<file path="src/rtl/tinyalu_pkg.sv">
// Shared TinyALU types: operation codes, arbiter FSM states, request payload.
// No ports; imported by the arbiter and its grant sub-module.
package tinyalu_pkg;

  localparam int unsigned DATA_W = 8;
  localparam int unsigned OP_W   = 3;
  localparam int unsigned RES_W  = 16;
  localparam int unsigned CNT_W  = 8;

  typedef enum logic [OP_W-1:0] {
    no_op  = 3'd0,
    add_op = 3'd1,
    and_op = 3'd2,
    xor_op = 3'd3,
    mul_op = 3'd4
  } operation_t;

  typedef enum logic [1:0] {
    IDLE = 2'd0,
    BUSY = 2'd1,
    RESP = 2'd2
  } arb_state_t;

  // One captured operation as presented to the ALU.
  typedef struct packed {
    logic [DATA_W-1:0] a;
    logic [DATA_W-1:0] b;
    logic [OP_W-1:0]   op;
  } alu_req_t;

  // True for codes the ALU actually executes (no_op and 5..7 excluded).
  function automatic logic op_is_alu(input logic [OP_W-1:0] op);
    return (op >= OP_W'(add_op)) && (op <= OP_W'(mul_op));
  endfunction

endpackage

</file>
<file path="src/rtl/tinyalu_rr_grant.sv">
// Two-requester round-robin grant.
//   valid_i          requester valids {req1, req0}
//   last_grant_i     index granted on the previous accept
//   update_i         accept strobe for this cycle
//   grant_c          one-hot grant (combinational)
//   last_grant_nxt_c value to load into the last-grant register
import tinyalu_pkg::*;

module tinyalu_rr_grant (
  input  logic [1:0] valid_i,
  input  logic       last_grant_i,
  input  logic       update_i,
  output logic [1:0] grant_c,
  output logic       last_grant_nxt_c
);

  // On a tie the requester that did not win last time goes first.
  always_comb begin
    grant_c = 2'b00;
    unique case (valid_i)
      2'b01:   grant_c = 2'b01;
      2'b10:   grant_c = 2'b10;
      2'b11:   grant_c = last_grant_i ? 2'b01 : 2'b10;
      default: grant_c = 2'b00;
    endcase
  end

  assign last_grant_nxt_c = update_i ? grant_c[1] : last_grant_i;

endmodule

</file>
<file path="src/rtl/tinyalu_arbiter.sv">
// Shares one TinyALU between two requesters with round-robin arbitration.
//   clk, reset_n                   clock, async active-low reset
//   reqN_valid/ready/A/B/op        request channel N (ready is combinational)
//   rspN_valid/ready/result/err    response channel N (registered)
//   alu_A/B/op/start               ALU command (registered)
//   alu_done/alu_result            ALU completion pulse and result
import tinyalu_pkg::*;

module tinyalu_arbiter #(
  parameter int unsigned TIMEOUT_CYCLES = 15
) (
  input  logic              clk,
  input  logic              reset_n,
  input  logic              req0_valid,
  output logic              req0_ready,
  input  logic [DATA_W-1:0] req0_A,
  input  logic [DATA_W-1:0] req0_B,
  input  logic [OP_W-1:0]   req0_op,
  input  logic              req1_valid,
  output logic              req1_ready,
  input  logic [DATA_W-1:0] req1_A,
  input  logic [DATA_W-1:0] req1_B,
  input  logic [OP_W-1:0]   req1_op,
  output logic              rsp0_valid,
  input  logic              rsp0_ready,
  output logic [RES_W-1:0]  rsp0_result,
  output logic              rsp0_err,
  output logic              rsp1_valid,
  input  logic              rsp1_ready,
  output logic [RES_W-1:0]  rsp1_result,
  output logic              rsp1_err,
  output logic [DATA_W-1:0] alu_A,
  output logic [DATA_W-1:0] alu_B,
  output logic [OP_W-1:0]   alu_op,
  output logic              alu_start,
  input  logic              alu_done,
  input  logic [RES_W-1:0]  alu_result
);

  // Abort in the TIMEOUT_CYCLES-th BUSY cycle, so start is high at most
  // TIMEOUT_CYCLES cycles; a done in that same cycle still wins.
  localparam logic [CNT_W-1:0] CNT_LAST = CNT_W'(TIMEOUT_CYCLES - 1);

  arb_state_t                 state_q, state_d;
  alu_req_t                   req_q, req_d;
  logic                       owner_q, owner_d;
  logic                       last_grant_q, last_grant_d;
  logic [CNT_W-1:0]           cnt_q, cnt_d;
  logic                       start_q, start_d;
  logic [1:0]                 rsp_valid_q, rsp_valid_d;
  logic [1:0]                 rsp_err_q, rsp_err_d;
  logic [1:0][RES_W-1:0]      rsp_result_q, rsp_result_d;

  logic [1:0] grant_c;
  logic       accept_c;
  logic       acc_idx_c;
  alu_req_t   sel_req_c;
  logic [1:0] rsp_ready_c;

  tinyalu_rr_grant u_grant (
    .valid_i          ({req1_valid, req0_valid}),
    .last_grant_i     (last_grant_q),
    .update_i         (accept_c),
    .grant_c          (grant_c),
    .last_grant_nxt_c (last_grant_d)
  );

  assign accept_c    = (state_q == IDLE) && (grant_c != 2'b00);
  assign req0_ready  = accept_c & grant_c[0];
  assign req1_ready  = accept_c & grant_c[1];
  assign acc_idx_c   = grant_c[1];
  assign sel_req_c   = acc_idx_c ? {req1_A, req1_B, req1_op} : {req0_A, req0_B, req0_op};
  assign rsp_ready_c = {rsp1_ready, rsp0_ready};

  // Next-state and register updates.
  always_comb begin
    state_d      = state_q;
    req_d        = req_q;
    owner_d      = owner_q;
    cnt_d        = cnt_q;
    start_d      = start_q;
    rsp_valid_d  = rsp_valid_q;
    rsp_err_d    = rsp_err_q;
    rsp_result_d = rsp_result_q;

    unique case (state_q)
      IDLE: begin
        if (accept_c) begin
          req_d   = sel_req_c;
          owner_d = acc_idx_c;
          // no_op is swallowed here: captured, never issued, no response.
          if (sel_req_c.op != no_op) begin
            if (op_is_alu(sel_req_c.op)) begin
              state_d = BUSY;
              cnt_d   = '0;
              start_d = 1'b1;
            end else begin
              state_d                 = RESP;
              rsp_valid_d[acc_idx_c]  = 1'b1;
              rsp_result_d[acc_idx_c] = '0;
              rsp_err_d[acc_idx_c]    = 1'b1;
            end
          end
        end
      end

      BUSY: begin
        if (alu_done) begin
          state_d               = RESP;
          start_d               = 1'b0;
          rsp_valid_d[owner_q]  = 1'b1;
          rsp_result_d[owner_q] = alu_result;
          rsp_err_d[owner_q]    = 1'b0;
        end else if (cnt_q == CNT_LAST) begin
          state_d               = RESP;
          start_d               = 1'b0;
          rsp_valid_d[owner_q]  = 1'b1;
          rsp_result_d[owner_q] = '0;
          rsp_err_d[owner_q]    = 1'b1;
        end else begin
          cnt_d = cnt_q + CNT_W'(1);
        end
      end

      RESP: begin
        // Clear the owner's channel on handoff so idle channels read as 0.
        if (rsp_valid_q[owner_q] && rsp_ready_c[owner_q]) begin
          state_d               = IDLE;
          rsp_valid_d[owner_q]  = 1'b0;
          rsp_result_d[owner_q] = '0;
          rsp_err_d[owner_q]    = 1'b0;
        end
      end

      default: state_d = IDLE;
    endcase
  end

  // State registers; reset discards any pending op or held response.
  always_ff @(posedge clk or negedge reset_n) begin
    if (!reset_n) begin
      state_q      <= IDLE;
      req_q        <= '0;
      owner_q      <= 1'b0;
      last_grant_q <= 1'b1;
      cnt_q        <= '0;
      start_q      <= 1'b0;
      rsp_valid_q  <= '0;
      rsp_err_q    <= '0;
      rsp_result_q <= '0;
    end else begin
      state_q      <= state_d;
      req_q        <= req_d;
      owner_q      <= owner_d;
      last_grant_q <= last_grant_d;
      cnt_q        <= cnt_d;
      start_q      <= start_d;
      rsp_valid_q  <= rsp_valid_d;
      rsp_err_q    <= rsp_err_d;
      rsp_result_q <= rsp_result_d;
    end
  end

  assign alu_A       = req_q.a;
  assign alu_B       = req_q.b;
  assign alu_op      = req_q.op;
  assign alu_start   = start_q;
  assign rsp0_valid  = rsp_valid_q[0];
  assign rsp1_valid  = rsp_valid_q[1];
  assign rsp0_err    = rsp_err_q[0];
  assign rsp1_err    = rsp_err_q[1];
  assign rsp0_result = rsp_result_q[0];
  assign rsp1_result = rsp_result_q[1];

endmodule
</file>
<file path="config.mk">
export PLATFORM = sky130hd
export DESIGN_NAME = tinyalu_arbiter
export DESIGN_NICKNAME = d
export VERILOG_FILES = /design/src/rtl/tinyalu_pkg.sv /design/src/rtl/tinyalu_rr_grant.sv /design/src/rtl/tinyalu_arbiter.sv
export SDC_FILE = /design/constraint.sdc
export NUM_CORES = 1
export LEC_CHECK = 0
export ABC_AREA = 1
export CELL_PAD_IN_SITES_DETAIL_PLACEMENT = 1
export CELL_PAD_IN_SITES_GLOBAL_PLACEMENT = 2
export CORE_ASPECT_RATIO = 1.1
export CORE_MARGIN = 1.5
export CORE_UTILIZATION = 24
export DETAILED_ROUTE_END_ITERATION = 10
export PLACE_DENSITY_LB_ADDON = 0.08
export SYNTH_ARGS = -nofsm -noshare
export SYNTH_HDL_FRONTEND = slang
export SYNTH_SLANG_ARGS = --single-unit
export TNS_END_PERCENT = 30
</file>
<file path="constraint.sdc">
create_clock -name clk -period 1.85 [get_ports clk]
set_input_delay 0.2775 -clock clk [delete_from_list [all_inputs] [get_ports clk]]
set_output_delay 0.2775 -clock clk [all_outputs]
set_load 0.005 [all_outputs]
</file>
==> results.json <==
{
  "grt_pass1_vias": 4839,
  "drive_above_1_share_pct": 14.27,
  "cts.clk_slew.worst_paths_ns": 0.06,
  "first_pass_iters": 4,
  "finalHoldViolCount": 0,
  "startpoint_type": "register",
  "wire_per_inst_um": 16.11,
  "syn_avg_cell_area_um2": 7.071,
  "holdWs_ns": 0.3889,
  "synth.cell_area_mm2": 0.004222,
  "final_common_cell": "nand2_1",
  "use_met3_pct": 4.060,
  "wl_um": 15630,
  "grt_busiest_layer": "met2",
  "vias_per_cell": 4.720,
  "fp.dieW_um": 129.5,
  "core-area_mm2": 0.01714,
  "muxShareOfSynthArea_pct": 0,
  "core.rowCount": 50,
  "p_per_area_mw_per_mm2": 1483,
  "synth_edf_count": 0,
  "r2r_slack_ns": 0.01,
  "max_freq_mhz": 544.3,
  "finalCritPeriodShare_pct": 99.32,
  "yosys.area_share.simple_pct": 33.08,
  "ys_async_sr_fraction_pct": 100.0,
  "insertion_delay_ns": 0.34,
  "ys_types": 31,
  "critical_path_class": "reg2reg",
  "n_fill_cell": 2070,
  "slew_viol_final": 0,
  "rsz0062_at_grt": "yes",
  "crit_fanout": 7,
  "skew_ns": 0.007694,
  "grt_use_met1_pct": 23.27,
  "synthTopCellsByArea": "dfrtp_1 40%, nand2_1 17%, nand3_1 10%",
  "boundaryPins": 119,
  "dieArea_mm2": 0.01840,
  "hold_path_class": "in2async",
  "crit_required_ns": 2.08,
  "portBuffers": 118,
  "vias": 4578,
  "maxCapViolations": 0,
  "synth-xor-area-share_pct": 0.8299,
  "layout_common_cells": "171 x nand2_1, 115 x clkdlybuf4s50_1, 85 x nand3_1, 67 x dfrtp_1, 47 x o21ai_0",
  "synth_adder_area_share_pct": 1.778,
  "route.detailed.drc": 0,
  "synth_nets": 664,
  "antenna_found_initial": 0,
  "yosys_warnings": 0,
  "clock_sinks": 68,
  "met2_usage_pct": 28.39,
  "crit_arrival_ns": 2.07,
  "start_util_pct": 24.63,
  "vdd_drop_max_v": 0.0007080,
  "cts_root_buf": "clkbuf_16",
  "rr_startpoint": "cnt_q[0]",
  "slew_headroom_pct": 73.24,
  "layout.cells.non_filler": 970,
  "grt.total_usage_pct": 17.67,
  "fin_crit_ns": 1.837,
  "ys_seq_elements": 68,
  "nets": 798,
  "cp-end-kind": "register",
  "synth_top_family_by_area": "simple AND/OR/NAND/NOR gates",
  "antennaDiodeCount": 0,
  "area_growth_pct": 51.93,
  "gp_congestion": 0.7783,
  "h-tree-depth": 3,
  "grt_overflow": 0,
  "syn_inst": 597,
  "startpoint": "cnt_q[0]",
  "cts_tree": "done",
  "outcome": "complete, no violations",
  "fin_total_pwr_w": 0.009513,
  "post-dp-hpwl_um": 11300,
  "synth_largest_area_cell": "dfrtp_1",
  "cts.path.max_buffers": 2,
  "ys.flop_type": "dfrtp_1",
  "yosysSeqAreaShare_pct": 40.34,
  "dp.cells": 950,
  "antenna_left": 0,
  "drt_iter0_markers": 166,
  "grt_pass1_wl_um": 25290,
  "tightest_slew_ns": 0.4013,
  "cts_made_buffers": 9,
  "setup_viol": 0,
  "die_height_um": 142.1,
  "grt_max_degree": 35,
  "synth_top_area_share_pct": 39.72,
  "synth_compound_area_share_pct": 15.47,
  "p_leak_nw": 2.780
}
-- worst paths after layout --
| kind | to | cells after the start |
|---|---|---|
| min in group clk | alu_B[5] | 3 |
| max in group asynchronous | rsp0_result[7] | 3 |
| setup / recovery | rsp1_result[14] | 12 |
| hold / removal | alu_B[2] | 2 |
| hold reg to reg | alu_op[1] | 2 |
| setup reg to reg | rsp1_result[14] | 12 |
-- routing by layer --
metal	vias to the layer above	wire length (um)
met5	-	0
met4	0	265
met3	16	687
met2	86	7270
met1	2222	7407
li1	2254	-
-- cell families (layout without fill, tap and decap cells) --
group                    Yosys count  count (layout)
flip-flops                        68              68
XOR/XNOR                           4               4
adder cells (fa/ha/maj)            6               6
AO/OA/AOI/OAI                    109             109
buffers and inverters             84             223
AND/OR/NAND/NOR                  326             326
-- synthesized netlist by cell type, drive strengths merged, types with 3 or more instances --
| master | number |
|---|---|
| o21ai | 49 |
| o211ai | 7 |
| nand2 | 196 |
| inv | 43 |
| o31ai | 25 |
| dfrtp | 67 |
| nand4 | 3 |
| buf | 20 |
| a31oi | 16 |
| nand3 | 88 |
| clkbuf | 20 |
| nor2 | 35 |
| xor2 | 3 |
| ha | 6 |
| a21oi | 11 |
-- layout make-up --
cell class              count  area (um2)  area share (%)
clock inverters             7       91.34           1.424
inverters                  44       167.7           2.614
flip-flops and latches     68        1703           26.55
clock buffers               9       225.2           3.512
repair buffers            163        1663           25.93
well taps                 234       292.8           4.565
multi-input cells         445        2271           35.41
-- power by group --
| group | total, W | internal [W] | switching (W) |
|---|---|---|---|
| registers | 0.00227 | 0.00192 | 0.000346 |
| clock network | 0.00188 | 0.00118 | 0.000709 |
| logic | 0.00536 | 0.00237 | 0.00299 |
-- metrics by stage --
| step | cell area [um2] | setup TNS, ns | utilization, % | worst slack [ns] |
|---|---|---|---|---|
| finish | 6414 | 0 | 37.42 | 0.01264 |
| CTS | 6282 | -0.008036 | 36.65 | -0.003653 |
| global route | 6414 | -3.725 | 37.42 | -0.1113 |
| detailed placement | 5937 | -9.663 | 34.64 | -0.2249 |
| global placement | 5937 | -8.487 | 34.64 | -0.1953 |
| floorplan | 4222 | 0 | - | 0.09217 |
-- worst max-delay path, stage by stage (launching register included) --
cell       delay, ns
dfrtp_1         0.37
inv_1           0.06
ha_2            0.17
nand2_2         0.05
nor2_2          0.09
nand4_1         0.20
nand3_2         0.15
nand2_2         0.07
nor2_4          0.15
nand2_4         0.13
clkbuf_16       0.19
nand2_1         0.06
nand2_1         0.04
-- state kept, by name, summed over array words and instances, names as in the netlist, 2 cells and up --
name	flops
alu_A	8
alu_B	8
alu_op	3
cnt_q	8
rsp0_result	16
rsp1_result	16
rsp_err_q	2
rsp_valid_q	2
state_q	2
-- what timing repair did --
item / 4_1_cts / 5_1_grt
endpoints found under the setup margin: 9 / 47
setup buffers: 0 / 1
gates resized for setup: 9 / 33
endpoints found under the hold margin: 21 / 0
pin swaps: 0 / 5
hold buffers: 1 / 0
cloned: 0 / 2
(Power assumes the default switching activity.)
